<file path="src/rtl/input_pkg.sv">
// input_pkg: edge-mode encodings, hold FSM states and counter sizing shared by the input bank
package input_pkg;
    localparam int EDGE_RISE = 0;
    localparam int EDGE_FALL = 1;
    localparam int EDGE_ANY  = 2;

    typedef enum logic [1:0] {IDLE, HOLD, REPEAT} hold_state_t;

    // Bits needed to hold a counter whose largest value is terminal.
    function automatic int cnt_width(input int terminal);
        return terminal > 1 ? $clog2(terminal + 1) : 1;
    endfunction
endpackage

</file>
<file path="src/rtl/debounce_channel.sv">
// debounce_channel: one input's synchronizer, debounce filter, edge detect and hold/auto-repeat FSM
module debounce_channel
    import input_pkg::*;
#(
    parameter int DEBOUNCE_CYCLES = 16,
    parameter int EDGE_MODE       = EDGE_RISE,
    parameter int REPEAT_DELAY    = 0,
    parameter int REPEAT_PERIOD   = 1
) (
    input  logic clk,
    input  logic rst,
    input  logic raw,
    output logic level,
    output logic pulse,
    output logic held
);
    localparam int DW = cnt_width(DEBOUNCE_CYCLES - 1);
    localparam int HW = cnt_width(REPEAT_DELAY > 0 ? REPEAT_DELAY - 1 : 0);
    localparam int PW = cnt_width(REPEAT_PERIOD - 1);
    localparam logic [DW-1:0] DEB_LAST  = DW'(DEBOUNCE_CYCLES - 1);
    localparam logic [HW-1:0] HOLD_LAST = HW'(REPEAT_DELAY > 1 ? REPEAT_DELAY - 2 : 0);
    localparam logic [PW-1:0] PER_LAST  = PW'(REPEAT_PERIOD - 1);

    logic          sync_a, sync_b;
    logic [DW-1:0] deb_cnt;
    logic [HW-1:0] hold_cnt;
    logic [PW-1:0] per_cnt;
    hold_state_t   state;
    logic          accept, rise, fall, edge_hit;

    assign accept   = sync_b != level && deb_cnt == DEB_LAST;
    assign rise     = accept && sync_b;
    assign fall     = accept && !sync_b;
    assign edge_hit = EDGE_MODE == EDGE_RISE ? rise : EDGE_MODE == EDGE_FALL ? fall : rise || fall;

    always_ff @(posedge clk) begin
        if (rst) begin
            sync_a  <= 1'b0;
            sync_b  <= 1'b0;
            level   <= 1'b0;
            deb_cnt <= '0;
        end else begin
            sync_a  <= raw;
            sync_b  <= sync_a;
            level   <= accept ? sync_b : level;
            deb_cnt <= (sync_b == level || accept) ? '0 : deb_cnt + 1'b1;
        end
    end

    // hold_cnt tracks the hold cycle index, so the transition fires when the next cycle is REPEAT_DELAY-1
    always_ff @(posedge clk) begin
        if (rst) begin
            state    <= IDLE;
            hold_cnt <= '0;
            per_cnt  <= '0;
            pulse    <= 1'b0;
            held     <= 1'b0;
        end else if (REPEAT_DELAY == 0 || fall) begin
            state    <= IDLE;
            hold_cnt <= '0;
            per_cnt  <= '0;
            pulse    <= edge_hit;
            held     <= 1'b0;
        end else begin
            pulse <= edge_hit;
            case (state)
                IDLE: if (rise) begin
                    state    <= REPEAT_DELAY == 1 ? REPEAT : HOLD;
                    held     <= REPEAT_DELAY == 1;
                    pulse    <= edge_hit || REPEAT_DELAY == 1;
                    hold_cnt <= '0;
                    per_cnt  <= '0;
                end
                HOLD: if (hold_cnt == HOLD_LAST) begin
                    state   <= REPEAT;
                    held    <= 1'b1;
                    pulse   <= 1'b1;
                    per_cnt <= '0;
                end else begin
                    hold_cnt <= hold_cnt + 1'b1;
                end
                REPEAT: begin
                    pulse   <= edge_hit || per_cnt == PER_LAST;
                    per_cnt <= per_cnt == PER_LAST ? '0 : per_cnt + 1'b1;
                end
                default: state <= IDLE;
            endcase
        end
    end
endmodule

</file>
<file path="src/rtl/debounced_input_bank.sv">
// debounced_input_bank: N_CH independent debounced inputs with edge and auto-repeat pulses
module debounced_input_bank
    import input_pkg::*;
#(
    parameter int N_CH            = 4,
    parameter int DEBOUNCE_CYCLES = 16,
    parameter int EDGE_MODE       = EDGE_RISE,
    parameter int REPEAT_DELAY    = 0,
    parameter int REPEAT_PERIOD   = 1
) (
    input  logic            clk,
    input  logic            rst,
    input  logic [N_CH-1:0] raw_in,
    output logic [N_CH-1:0] level_out,
    output logic [N_CH-1:0] pulse_out,
    output logic [N_CH-1:0] held_out
);
    if (N_CH < 1 || N_CH > 32) begin : g_bad_n_ch
        $error("N_CH must be in 1..32");
    end
    if (DEBOUNCE_CYCLES < 1) begin : g_bad_debounce
        $error("DEBOUNCE_CYCLES must be >= 1");
    end
    if (EDGE_MODE != EDGE_RISE && EDGE_MODE != EDGE_FALL && EDGE_MODE != EDGE_ANY) begin : g_bad_edge
        $error("EDGE_MODE must be 0, 1 or 2");
    end
    if (REPEAT_DELAY < 0) begin : g_bad_delay
        $error("REPEAT_DELAY must be >= 0");
    end
    if (REPEAT_PERIOD < 1) begin : g_bad_period
        $error("REPEAT_PERIOD must be >= 1");
    end

    for (genvar i = 0; i < N_CH; i++) begin : g_ch
        debounce_channel #(
            .DEBOUNCE_CYCLES(DEBOUNCE_CYCLES),
            .EDGE_MODE      (EDGE_MODE),
            .REPEAT_DELAY   (REPEAT_DELAY),
            .REPEAT_PERIOD  (REPEAT_PERIOD)
        ) u_ch (
            .clk  (clk),
            .rst  (rst),
            .raw  (raw_in[i]),
            .level(level_out[i]),
            .pulse(pulse_out[i]),
            .held (held_out[i])
        );
    end
endmodule

</file>
<file path="config.mk">
export PLATFORM = sky130hd
export DESIGN_NAME = debounced_input_bank
export DESIGN_NICKNAME = d
export VERILOG_FILES = /design/src/rtl/input_pkg.sv /design/src/rtl/debounce_channel.sv /design/src/rtl/debounced_input_bank.sv
export SDC_FILE = /design/constraint.sdc
export NUM_CORES = 1
export LEC_CHECK = 0
export CORE_MARGIN = 5
export CORE_UTILIZATION = 35
export CTS_CLUSTER_SIZE = 28
export DETAILED_ROUTE_END_ITERATION = 12
export DONT_BUFFER_PORTS = 1
export PLACE_DENSITY_LB_ADDON = 0.1
export SETUP_SLACK_MARGIN = 0.15
export SLEW_MARGIN = 0
export SYNTH_ARGS = -nofsm -noshare
export SYNTH_HDL_FRONTEND = slang
export SYNTH_SLANG_ARGS = --single-unit
</file>
<file path="constraint.sdc">
create_clock -name clk -period 1.4 [get_ports clk]
set_input_delay 0.42 -clock clk [delete_from_list [all_inputs] [get_ports clk]]
set_output_delay 0.42 -clock clk [all_outputs]
set_load 0.05 [all_outputs]
</file>
### After elaboration in Yosys (flattened, before gate mapping)

Cells that the tools add are included.

| word-level totals | value |
|---|---|
| word-level logic and storage cells | 52 |
| input bits | 6 |
| output and inout bits | 12 |
| flip-flop bits (word level) | 32 |

| operators by class | value |
|---|---|
| reduce and logical (&&, ||, !) cells | 16 |
| equality and inequality tests | 12 |
| $add $sub $neg | 4 |

Operator list:

| operator | number |
|---|---|
| $add 4x1->4 const B | 4 |
| $eq 4x4->1 const B | 4 |
| $logic_and 1x1->1 | 8 |
| $reduce_or 2->1 | 4 |
| $eq 1x1->1 | 4 |
| $logic_or 1x1->1 | 4 |
| $ne 1x1->1 | 4 |

### Longest topological paths before layout

Gate-level depths: netlist (run 1).

| logic depth | value |
|---|---|
| word-level depth | 4 |
| mapped depth | 4 |
| gate-level depth less buffers | 4 |

### Modules after synthesis

From an unflattened synthesis (run 1), not the netlist that was laid out.

| second synthesis, totals | value |
|---|---|
| cells, all modules | 108 |
| area total of the unflattened synthesis | 1171.1 µm² |

By module, submodules not included:

| module | times used | cells an instance | sequential area each (µm²) | area an instance (µm²) |
|---|---|---|---|---|
| debounce_channel | 4 | 27 | 160.2 | 292.8 |

### Least setup slack after synthesis (run 1)

No wires, ideal clock.

| timing | value |
|---|---|
| kind | reg-to-reg |
| start | register g_ch[2].u_ch.deb_cnt[0] |
| end | register g_ch[2].u_ch.deb_cnt[2] |
| path slack | 0.416 ns |
| buffers on the path | 0 |
| data arrival time | 0.868 ns |
| period minus slack after synthesis | 0.984 ns |
| cell stages (with the launch flop) | 4 |
| library setup time | 0.117 ns |
| required time | 1.283 ns |
| cell sequence | dfxtp_1 ha_1 xor2_1 and3b_2 |

| between the ends | value |
|---|---|
| longest elaborated chain between the ends | 4 |
| elaborated cells between the ends (all ways) | 5 |
| classes of those cells | 1 x add/sub; 1 x eq/ne; 3 x reduce/logical |

RTL lines:

| what | line | RTL |
|---|---|---|
| from (decl) | debounce_channel.sv:25 | `logic [DW-1:0] deb_cnt;` |
| from (signal assigned) | debounce_channel.sv:46 | `deb_cnt <= (sync_b == level \|\| accept) ? '0 : deb_cnt + 1'b1;` |
| $eq 4x4->1 | debounce_channel.sv:31 | `assign accept = sync_b != level && deb_cnt == DEB_LAST;` |
| $logic_and 1x1->1 | debounce_channel.sv:31 |  |
| $logic_or 1x1->1 | debounce_channel.sv:46 |  |
| $reduce_or 2->1 (no line) | -- |  |

Several ways; a longest one is shown, not always the timed one.
A chain may end at the register's enable or synchronous reset.

### Worst setup path in the final report (run 1)

| timing | value |
|---|---|
| start | register g_ch[0].u_ch.level |
| end | output level_out[0] |

RTL lines:

| what | line | RTL |
|---|---|---|
| from (decl) | debounce_channel.sv:13 | `output logic level,` |
| from (signal assigned) | debounce_channel.sv:45 | `level <= accept ? sync_b : level;` |
| to (decl) | debounced_input_bank.sv:14 | `output logic [N_CH-1:0] level_out,` |

No word-level cell between the ends.

==> flow_metrics.env, run 1 <==
export IMPL_status="finished clean"
export IMPL_synth_area_mm2=0.00123
export IMPL_yosysTopAreaCellShare_pct=52.0
export IMPL_rows=21
export IMPL_clock_latency_ns=0.31
export IMPL_reg2reg_slack_ns=0.33
export IMPL_design_area_mm2=0.00138
export IMPL_cp_max_fo=4
export IMPL_hold_path_class="in2reg"
export IMPL_finish_utilization_pct=41.0
export IMPL_clk_path_buf_depth=2
export IMPL_synth_compound_area_share_pct=0
export IMPL_cp_required_ns=0.98
export IMPL_numPortBuffers=0
export IMPL_gr_usage_met2_pct=13.0
export IMPL_skew_ns=0.00526
export IMPL_grt_max_degree=25
export IMPL_critPathMaxStageDelay_ns=0.38
export IMPL_path_clk_slew_ns=0.09
export IMPL_whs_ns=0.156
export IMPL_p_per_area_mw_per_mm2=1090
export IMPL_power_frac_seq_pct=61.2
export IMPL_syn_inst=115
export IMPL_drive_gt1_share_pct=24.8
export IMPL_cp_depth=1
export IMPL_cts_tree="built"
export IMPL_ios=18
export IMPL_grt_use_met3_pct=4.06
export IMPL_worstSetupPathType="reg2out"
export IMPL_ys_seq_elements=32
export IMPL_slew_violations=0
export IMPL_fp_dieW_um=69.3
export IMPL_final_cell_mix="24 x dfxtp_1, 16 x nor2_1, 12 x xor2_1, 8 x nor2b_1, 6 x dfxtp_4"
export IMPL_area_growth_synth_to_final_pct=12.0
export IMPL_die_h_um=69.3
export IMPL_fin_crit_ns=1.25
export IMPL_ys_top_cells_by_area="dfxtp_1 52%, xor2_1 8.5%, buf_4 7.3%"
export IMPL_intPower_uw=1170
export IMPL_gp_congestion=0.687
export IMPL_grt_antenna_before_repair=0
export IMPL_initial_utilization_pct=36.6
export IMPL_leakagePower_uw=0.000622
export IMPL_use_met1_pct=7.07
export IMPL_synth_seq_area_share_pct=52.0
export IMPL_synth_cell_type_count=16
export IMPL_swShare_pct=21.8
export IMPL_final_nets=130
export IMPL_synth_area_leader_cell="dfxtp_1"
export IMPL_cts_inserted_buffers=5
export IMPL_min_period_over_period_pct=89.5
export IMPL_ys_warnings_count=0
export IMPL_rr_endpoint="g_ch[2].u_ch.pulse"
export IMPL_track_usage_pct=7.60
export IMPL_synth_top_family_by_area="simple AND/OR/NAND/NOR gates"
export IMPL_synthAdderAreaFrac_pct=4.07
export IMPL_worstSetupEndpoint="level_out[0]"
export IMPL_gr_total_overflow=0
export IMPL_arrival_ns=0.83
export IMPL_cts_htree_levels=2
export IMPL_final_common_cell="dfxtp_1"
export IMPL_yosys_area_share_simple_pct=22.0
export IMPL_busiest_layer="met2"
export IMPL_path_buf_inv=1
export IMPL_routed_wl_mm=1.68
export IMPL_r2r_start="g_ch[2].u_ch.deb_cnt[0]"
export IMPL_pwr_share_comb_pct=3.1
export IMPL_avgSynthCellArea_um2=10.7
export IMPL_cp_top_family="flip-flops"
export IMPL_crit_path_start_kind="flop"
export IMPL_dr_pass1_iters=2
export IMPL_ant_nets=0
export IMPL_ir_drop_mv=0.582
export IMPL_fmax_mhz=798
export IMPL_dpl_instance_area_mm2=0.00123
export IMPL_place_hpwl_mm=1.19
export IMPL_cts_sinks=32
export IMPL_reg2reg_depth=3
export IMPL_synthMuxAreaShare_pct=3.25
export IMPL_setup_tns_ns=0
export IMPL_antenna_cells=0
export IMPL_critPathCaptureType="output port"
export IMPL_switching_power_uw=328
export IMPL_setup_viol=0
export IMPL_crit_slowest_cell="dfxtp_4"
export IMPL_die_area_mm2=0.00480
export IMPL_first_iter_violations=13
export IMPL_cts_root_buf="clkbuf_4"
export IMPL_crit_start="g_ch[0].u_ch.level"
export IMPL_clkPwrFrac_pct=35.7
export IMPL_grt_pass1_wl_mm=2.90
export IMPL_synth_xor_area_share_pct=8.54
export IMPL_drv_cap=0
export IMPL_route_detailed_wl_per_inst_um=10.1
export IMPL_drc=0
export IMPL_final_hold_violation_count=0
export IMPL_cp_cell_sequence="buf_8"
export IMPL_coreArea_mm2=0.00336
export IMPL_via_per_inst=4.25
export IMPL_hold_start="rst"
export IMPL_vias=710
export IMPL_rsz0062_at_grt="yes"
export IMPL_grt_pass1_vias=714
==> worst min path at each step <==
stage / slack [ns] / to / cells after the start
floorplan: 0.41 / g_ch[0].u_ch.sync_b / 1
global placement: 0.42 / g_ch[3].u_ch.sync_b / 1
detailed placement: 0.43 / g_ch[3].u_ch.sync_b / 1
CTS: 0.13 / g_ch[2].u_ch.level / 1
global route: 0.12 / g_ch[3].u_ch.level / 1
finish: 0.16 / g_ch[3].u_ch.level / 1
==> routing by layer <==
| metal | up-vias | part of all wire, % |
|---|---|---|
| met5 | - | 0 |
| met4 | 0 | 1.8 |
| met3 | 5 | 6.7 |
| met2 | 16 | 47 |
| met1 | 323 | 44 |
| li1 | 366 | - |
==> Yosys cell counts <==
cell type and number:
and3b_2 4, buf_2 1, buf_4 12, buf_6 1
conb_1 1, dfxtp_1 32, ha_1 4, inv_1 4
mux2i_1 4, nand3_1 5, nand3_2 3, nand3b_1 4
nor2_1 16, nor2b_1 8, nor4b_1 4, xor2_1 12
==> power groups by stage <==
stage                     Clock [uW]  Combinational (uW)  Sequential [uW]
final                            536                46.4              919
after global routing             597                49.9              921
after CTS                        569                46.4              926
after detailed placement           0                46.3              953
after global placement             0                46.1              952
after floorplan                    0                61.4              951
==> metrics by stage <==
| step | instances | total power, uW | worst slack (ns) |
|---|---|---|---|
| floorplan | 118 | 1010 | 0.416 |
| global placement | 155 | 999 | 0.339 |
| detailed placement | 155 | 999 | 0.324 |
| CTS | 166 | 1540 | 0.0347 |
| global route | 167 | 1570 | 0.101 |
| finish | 167 | 1500 | 0.146 |
==> kinds of logic (layout without fill, tap and decap cells) <==
family / after synthesis / count (layout)
AND/OR/NAND/NOR: 44 / 44
flip-flops: 32 / 32
buffers and inverters: 18 / 21
XOR/XNOR: 12 / 12
adder cells (fa/ha/maj): 4 / 4
multiplexers: 4 / 4
other: 1 / 4
==> timing repair <==
| item | CTS | global route |
|---|---|---|
| gates cloned | 0 | 0 |
| setup buffers | 3 | 1 |
| gates resized for setup | 18 | 5 |
| hold buffers | 0 | 0 |
| pin swaps | 0 | 0 |
| endpoints found under the setup margin | 8 | 6 |
==> sequential cells by signal, indices dropped and copies added, names as in the netlist <==
name               cells
g_ch.u_ch.sync_a       4
g_ch.u_ch.deb_cnt     16
g_ch.u_ch.pulse        4
g_ch.u_ch.sync_b       4
g_ch.u_ch.level        4
==> layout make-up <==
cell class / count / area, um^2
multi-input cells: 68 / 480
fillers: 358 / 1980
flip-flops and latches: 32 / 666
clock buffers: 8 / 58.8
well taps: 46 / 57.6
repair buffers: 9 / 101
inverters: 4 / 15.0
No activity file was read; power rests on OpenSTA's default activity.
==> run 2: changes to the inputs <==
- CORE_MARGIN: 5 -> default
- CORE_UTILIZATION: 35 -> 32
==> run 2 against run 1 <==
Critical path type unchanged. Critical endpoint is now level_out[1]. Sequential power increased by 0.8%. Die area decreased by 15%. Via count decreased by 3.0%. Critical path depth unchanged. Core utilization decreased by 2.8 points. Fmax increased by 3.1%.
==> flow_metrics.env, run 2 (synthesis results as in run 1) <==
export IMPL_fin_crit_ns=1.22
export IMPL_cts_root_buf="clkbuf_8"
export IMPL_rr_endpoint="g_ch[0].u_ch.pulse"
export IMPL_clk_path_buf_depth=2
export IMPL_reg2reg_depth=3
export IMPL_vias=689
export IMPL_rsz0062_at_grt="yes"
export IMPL_antenna_cells=0
export IMPL_worstSetupPathType="reg2out"
export IMPL_final_nets=127
export IMPL_grt_antenna_before_repair=0
export IMPL_cp_cell_sequence="buf_8"
export IMPL_cp_required_ns=0.98
export IMPL_ant_nets=0
export IMPL_hold_depth=1
export IMPL_whs_endpoint="g_ch[0].u_ch.level"
export IMPL_drive_gt1_share_pct=23.7
export IMPL_fillers=381
export IMPL_dr_pass1_iters=2
export IMPL_route_detailed_wl_per_inst_um=9.57
export IMPL_initial_utilization_pct=33.4
export IMPL_die_h_um=64.0
export IMPL_path_buf_inv=1
export IMPL_drc=0
export IMPL_gr_total_overflow=0
export IMPL_first_iter_violations=13
export IMPL_place_hpwl_mm=1.08
export IMPL_final_hold_violation_count=0
export IMPL_r2r_start="g_ch[0].u_ch.deb_cnt[0]"
export IMPL_final_cell_mix="25 x dfxtp_1, 16 x nor2_1, 12 x xor2_1, 8 x nor2b_1, 7 x clkbuf_8"
export IMPL_skew_ns=0.00389
export IMPL_area_growth_synth_to_final_pct=14.5
export IMPL_leakagePower_uw=0.000634
export IMPL_slew_violations=0
export IMPL_crit_slowest_cell="dfxtp_4"
export IMPL_min_period_over_period_pct=86.9
export IMPL_grt_use_met3_pct=5.89
export IMPL_final_common_cell="dfxtp_1"
export IMPL_cts_inserted_buffers=5
export IMPL_dpl_instance_area_mm2=0.00123
export IMPL_track_usage_pct=10.0
export IMPL_coreArea_mm2=0.00369
export IMPL_ir_drop_mv=0.565
export IMPL_critPathCaptureType="output port"
export IMPL_clock_latency_ns=0.28
export IMPL_cp_top_family="flip-flops"
export IMPL_largest_register_ffs=16
export IMPL_use_met1_pct=11.2
export IMPL_arrival_ns=0.80
export IMPL_fp_dieW_um=64.0
export IMPL_grt_pass1_wl_mm=3.01
export IMPL_cp_max_fo=4
export IMPL_critPathMaxStageDelay_ns=0.37
export IMPL_cts_tree="built"
export IMPL_setup_tns_ns=0
export IMPL_busiest_layer="met2"
export IMPL_numPortBuffers=0
export IMPL_rows=22
export IMPL_regMostFlops="g_ch.u_ch.deb_cnt"
export IMPL_reg2reg_slack_ns=0.31
export IMPL_fmax_mhz=822
export IMPL_setup_viol=0
export IMPL_p_per_area_mw_per_mm2=1370
export IMPL_cts_sinks=32
export IMPL_routed_wl_mm=1.59
export IMPL_gp_congestion=0.689
export IMPL_multi_input_area_um2=480
export IMPL_grt_pass1_vias=708
export IMPL_gr_usage_met2_pct=14.1
export IMPL_final_cells=166
export IMPL_crit_path_start_kind="flop"
export IMPL_ff_latch_area_um2=657
export IMPL_hold_start="rst"
export IMPL_place_inst=157
export IMPL_path_clk_slew_ns=0.06
export IMPL_ios=18
export IMPL_drv_cap=0
export IMPL_grt_max_degree=25
export IMPL_via_per_inst=4.15
export IMPL_cts_htree_levels=2
export IMPL_design_area_mm2=0.00141
export IMPL_status="finished clean"
export IMPL_hold_path_class="in2reg"
export IMPL_die_area_mm2=0.00410
## run 2: cell types whose count changed in the layout (fill, tap and decap cells not counted)
cell / before / now
clkbuf_1: 2 / 0
dfxtp_4: 6 / 3
bufinv_16: 0 / 1
dfxtp_1: 24 / 25
buf_4: 4 / 2
clkbuf_8: 1 / 7
dfxtp_2: 2 / 4
buf_8: 4 / 3
clkbuf_4: 5 / 0
## run 2: metrics by stage
step / utilization [%] / hold slack [ns] / total power [uW] / setup WS [ns]
2_1_floorplan: - / 0.414 / 1010 / 0.416
3_3_place_gp: 33.4 / 0.420 / 998 / 0.320
3_5_place_dp: 33.4 / 0.428 / 999 / 0.305
4_1_cts: 37.6 / 0.184 / 1980 / 0.152
5_1_grt: 38.2 / 0.179 / 2020 / 0.146
6_report: 38.2 / 0.197 / 1930 / 0.184
## run 2: area by class of cell
class,count,area share [%]
clock buffers,7,6.83
clock inverters,1,2.13
well taps,48,4.26
inverters,4,1.06
flip-flops and latches,32,46.6
multi-input cells,68,34.1
repair buffers,6,5.06
## run 2: how the worst max path moves through the flow
stage,end,startpoint,cells after the start,slack [ns]
6_report,level_out[1],g_ch[1].u_ch.level,1,0.18
5_1_grt,level_out[1],g_ch[1].u_ch.level,1,0.15
4_1_cts,level_out[1],g_ch[1].u_ch.level,1,0.15
3_5_place_dp,g_ch[0].u_ch.pulse,g_ch[0].u_ch.deb_cnt[0],3,0.31
3_3_place_gp,g_ch[0].u_ch.pulse,g_ch[0].u_ch.deb_cnt[0],3,0.32
2_1_floorplan,g_ch[2].u_ch.deb_cnt[2],g_ch[2].u_ch.deb_cnt[0],3,0.42
## run 2: what timing repair did
action	CTS	global route
buffers inserted	0	1
pin swaps	0	0
endpoints found under the setup margin	7	3
gates resized for setup	12	5
hold buffers	0	0
## run 2: layer usage
layer  share of wire (%)  routed length, um
met1                  48                769
met2                  43                685
met3                 7.0                111
met4                 1.4                 23
met5                   0                  0
## run 2: report_power, final
group	internal, uW	leakage (uW)	total (uW)	switching [uW]
clock network	628	0.0000645	958	331
logic	14.4	0.000305	46.5	32.1
registers	919	0.000264	926	7.19
==> run 3: changes to the inputs <==
==> constraint.sdc (replaced) <==
create_clock -name clk -period 1.4 [get_ports clk]
set_input_delay 0.21 -clock clk [delete_from_list [all_inputs] [get_ports clk]]
set_output_delay 0.21 -clock clk [all_outputs]
set_load 0.05 [all_outputs]
==> run 3 against run 2 <==
Sequential share of layout area grew 1.6 points. Routed wire length grew 8.4%. Fmax rose by 8.9%. Clock skew down 0.00051 ns. Cell area down 5.8%. Core utilization fell by 2.2 points. Die area did not move. Via count is 0.58% lower. Non-clock buffer count down 1.
==> flow_metrics.env, run 3 (synthesis results as in run 1) <==
export IMPL_status="finished clean"
export IMPL_cp_required_ns=1.19
export IMPL_numPortBuffers=0
export IMPL_crit_slowest_cell="dfxtp_1"
export IMPL_dr_pass1_iters=4
export IMPL_power_frac_seq_pct=54.5
export IMPL_cp_cell_sequence="buf_4"
export IMPL_ir_drop_mv=0.571
export IMPL_drive_gt1_share_pct=14.5
export IMPL_first_iter_violations=29
export IMPL_gr_total_overflow=0
export IMPL_cp_max_fo=4
export IMPL_initial_utilization_pct=33.4
export IMPL_leakagePower_uw=0.000607
export IMPL_clk_path_buf_depth=2
export IMPL_worst_pin_slew_ns=0.617
export IMPL_drv_cap=0
export IMPL_die_area_mm2=0.00410
export IMPL_path_buf_inv=1
export IMPL_pwr_share_comb_pct=3.3
export IMPL_slew_headroom_pct=58.9
export IMPL_setup_tns_ns=0
export IMPL_cts_tree="built"
export IMPL_switching_power_uw=370
export IMPL_finish_utilization_pct=36.0
export IMPL_grt_antenna_before_repair=0
export IMPL_area_growth_synth_to_final_pct=7.93
export IMPL_p_per_area_mw_per_mm2=1290
export IMPL_hold_path_class="in2reg"
export IMPL_critPathCaptureType="output port"
export IMPL_place_hpwl_mm=1.09
export IMPL_final_common_cell="dfxtp_1"
export IMPL_gp_congestion=0.636
export IMPL_r2r_start="g_ch[0].u_ch.deb_cnt[0]"
export IMPL_fp_dieW_um=64.0
export IMPL_min_period_over_period_pct=79.8
export IMPL_cts_root_buf="clkbuf_8"
export IMPL_final_nets=126
export IMPL_clkPwrFrac_pct=42.3
export IMPL_fin_crit_ns=1.12
export IMPL_coreArea_mm2=0.00369
export IMPL_die_h_um=64.0
export IMPL_hold_start="raw_in[2]"
export IMPL_cp_top_family="flip-flops"
export IMPL_cts_inserted_buffers=5
export IMPL_route_detailed_wl_per_inst_um=10.4
export IMPL_intPower_uw=1340
export IMPL_regMostFlops="g_ch.u_ch.deb_cnt"
export IMPL_multi_input_area_um2=480
export IMPL_clock_latency_ns=0.28
export IMPL_grt_pass1_vias=673
export IMPL_cts_htree_levels=2
export IMPL_fmax_mhz=895
export IMPL_ff_latch_area_um2=641
export IMPL_rows=22
export IMPL_arrival_ns=0.91
export IMPL_vias=685
export IMPL_final_cell_mix="32 x dfxtp_1, 16 x nor2_1, 12 x xor2_1, 8 x nor2b_1, 6 x clkbuf_8"
export IMPL_crit_start="g_ch[0].u_ch.level"
export IMPL_final_hold_violation_count=0
export IMPL_ant_nets=0
export IMPL_path_clk_slew_ns=0.06
export IMPL_cts_sinks=32
export IMPL_grt_max_degree=17
export IMPL_fillers=373
export IMPL_swShare_pct=21.6
export IMPL_rsz0062_at_grt="no"
export IMPL_crit_path_start_kind="flop"
export IMPL_grt_pass1_wl_mm=2.99
export IMPL_worstSetupPathType="reg2out"
export IMPL_via_per_inst=4.15
export IMPL_antenna_cells=0
export IMPL_largest_register_ffs=16
export IMPL_drc=0
export IMPL_setup_viol=0
export IMPL_critPathMaxStageDelay_ns=0.40
export IMPL_skew_ns=0.00338
export IMPL_routed_wl_mm=1.72
export IMPL_slew_violations=0
export IMPL_ios=18
export IMPL_track_usage_pct=10.2
==> run 3: changes by cell type in the layout (fill, tap and decap cells not counted), moves of 2 or more <==
cell      delta
buf_4        +2
dfxtp_4      -3
dfxtp_1      +7
clkbuf_1     +2
dfxtp_2      -4
buf_8        -3
==> run 3: what timing repair did <==
action	in CTS	in global routing
setup buffers	0	0
resized for setup	0	1
hold buffers	1	0
endpoints found under the hold margin	16	0
setup endpoints to repair	0	3
==> run 3: layer usage <==
| layer | wire length (um) | vias up | global-route usage, % | part of all wire, % |
|---|---|---|---|---|
| met5 | 0 | - | 0 | 0 |
| met1 | 865 | 312 | 11.8 | 50 |
| met3 | 90 | 5 | 5.71 | 5.2 |
| li1 | - | 358 | - | - |
| met4 | 44 | 0 | 6.82 | 2.6 |
| met2 | 722 | 10 | 14.1 | 42 |
==> run 3: layout make-up <==
cell class | count | area share (%)
Clock buffer | 8 | 6.78
Inverter | 4 | 1.13
Multi-Input combinational cell | 68 | 36.2
Sequential cell | 32 | 48.2
Tap cell | 48 | 4.52
Timing Repair Buffer | 5 | 3.20
==> run 3: power groups by stage <==
stage / Clock (uW) / Sequential (uW) / Combinational [uW]
2_1_floorplan: 0 / 951 / 61.4
3_5_place_dp: 0 / 953 / 46.7
3_3_place_gp: 0 / 952 / 46.1
4_1_cts: 758 / 932 / 56.5
6_report: 723 / 932 / 56.1
5_1_grt: 791 / 933 / 61.7
==> run 3: final timing paths <==
path | to | slack (ns) | cells past startpoint
max | level_out[0] | 0.28 | 1
min | g_ch[2].u_ch.sync_a | 0.05 | 1
max reg2reg | g_ch[0].u_ch.pulse | 0.32 | 3
min reg2reg | g_ch[3].u_ch.sync_b | 0.44 | 1
==> run 3: metrics by stage <==
stage               worst slack [ns]  std cells  power (uW)  cell area (um^2)  hold slack, ns
floorplan                      0.416        118        1010              1240           0.338
global placement               0.342        156         998              1230           0.285
detailed placement             0.333        156         999              1230           0.286
CTS                            0.185        165        1750              1330          0.0432
global route                   0.210        165        1790              1330          0.0436
finish                         0.283        165        1710              1330          0.0520
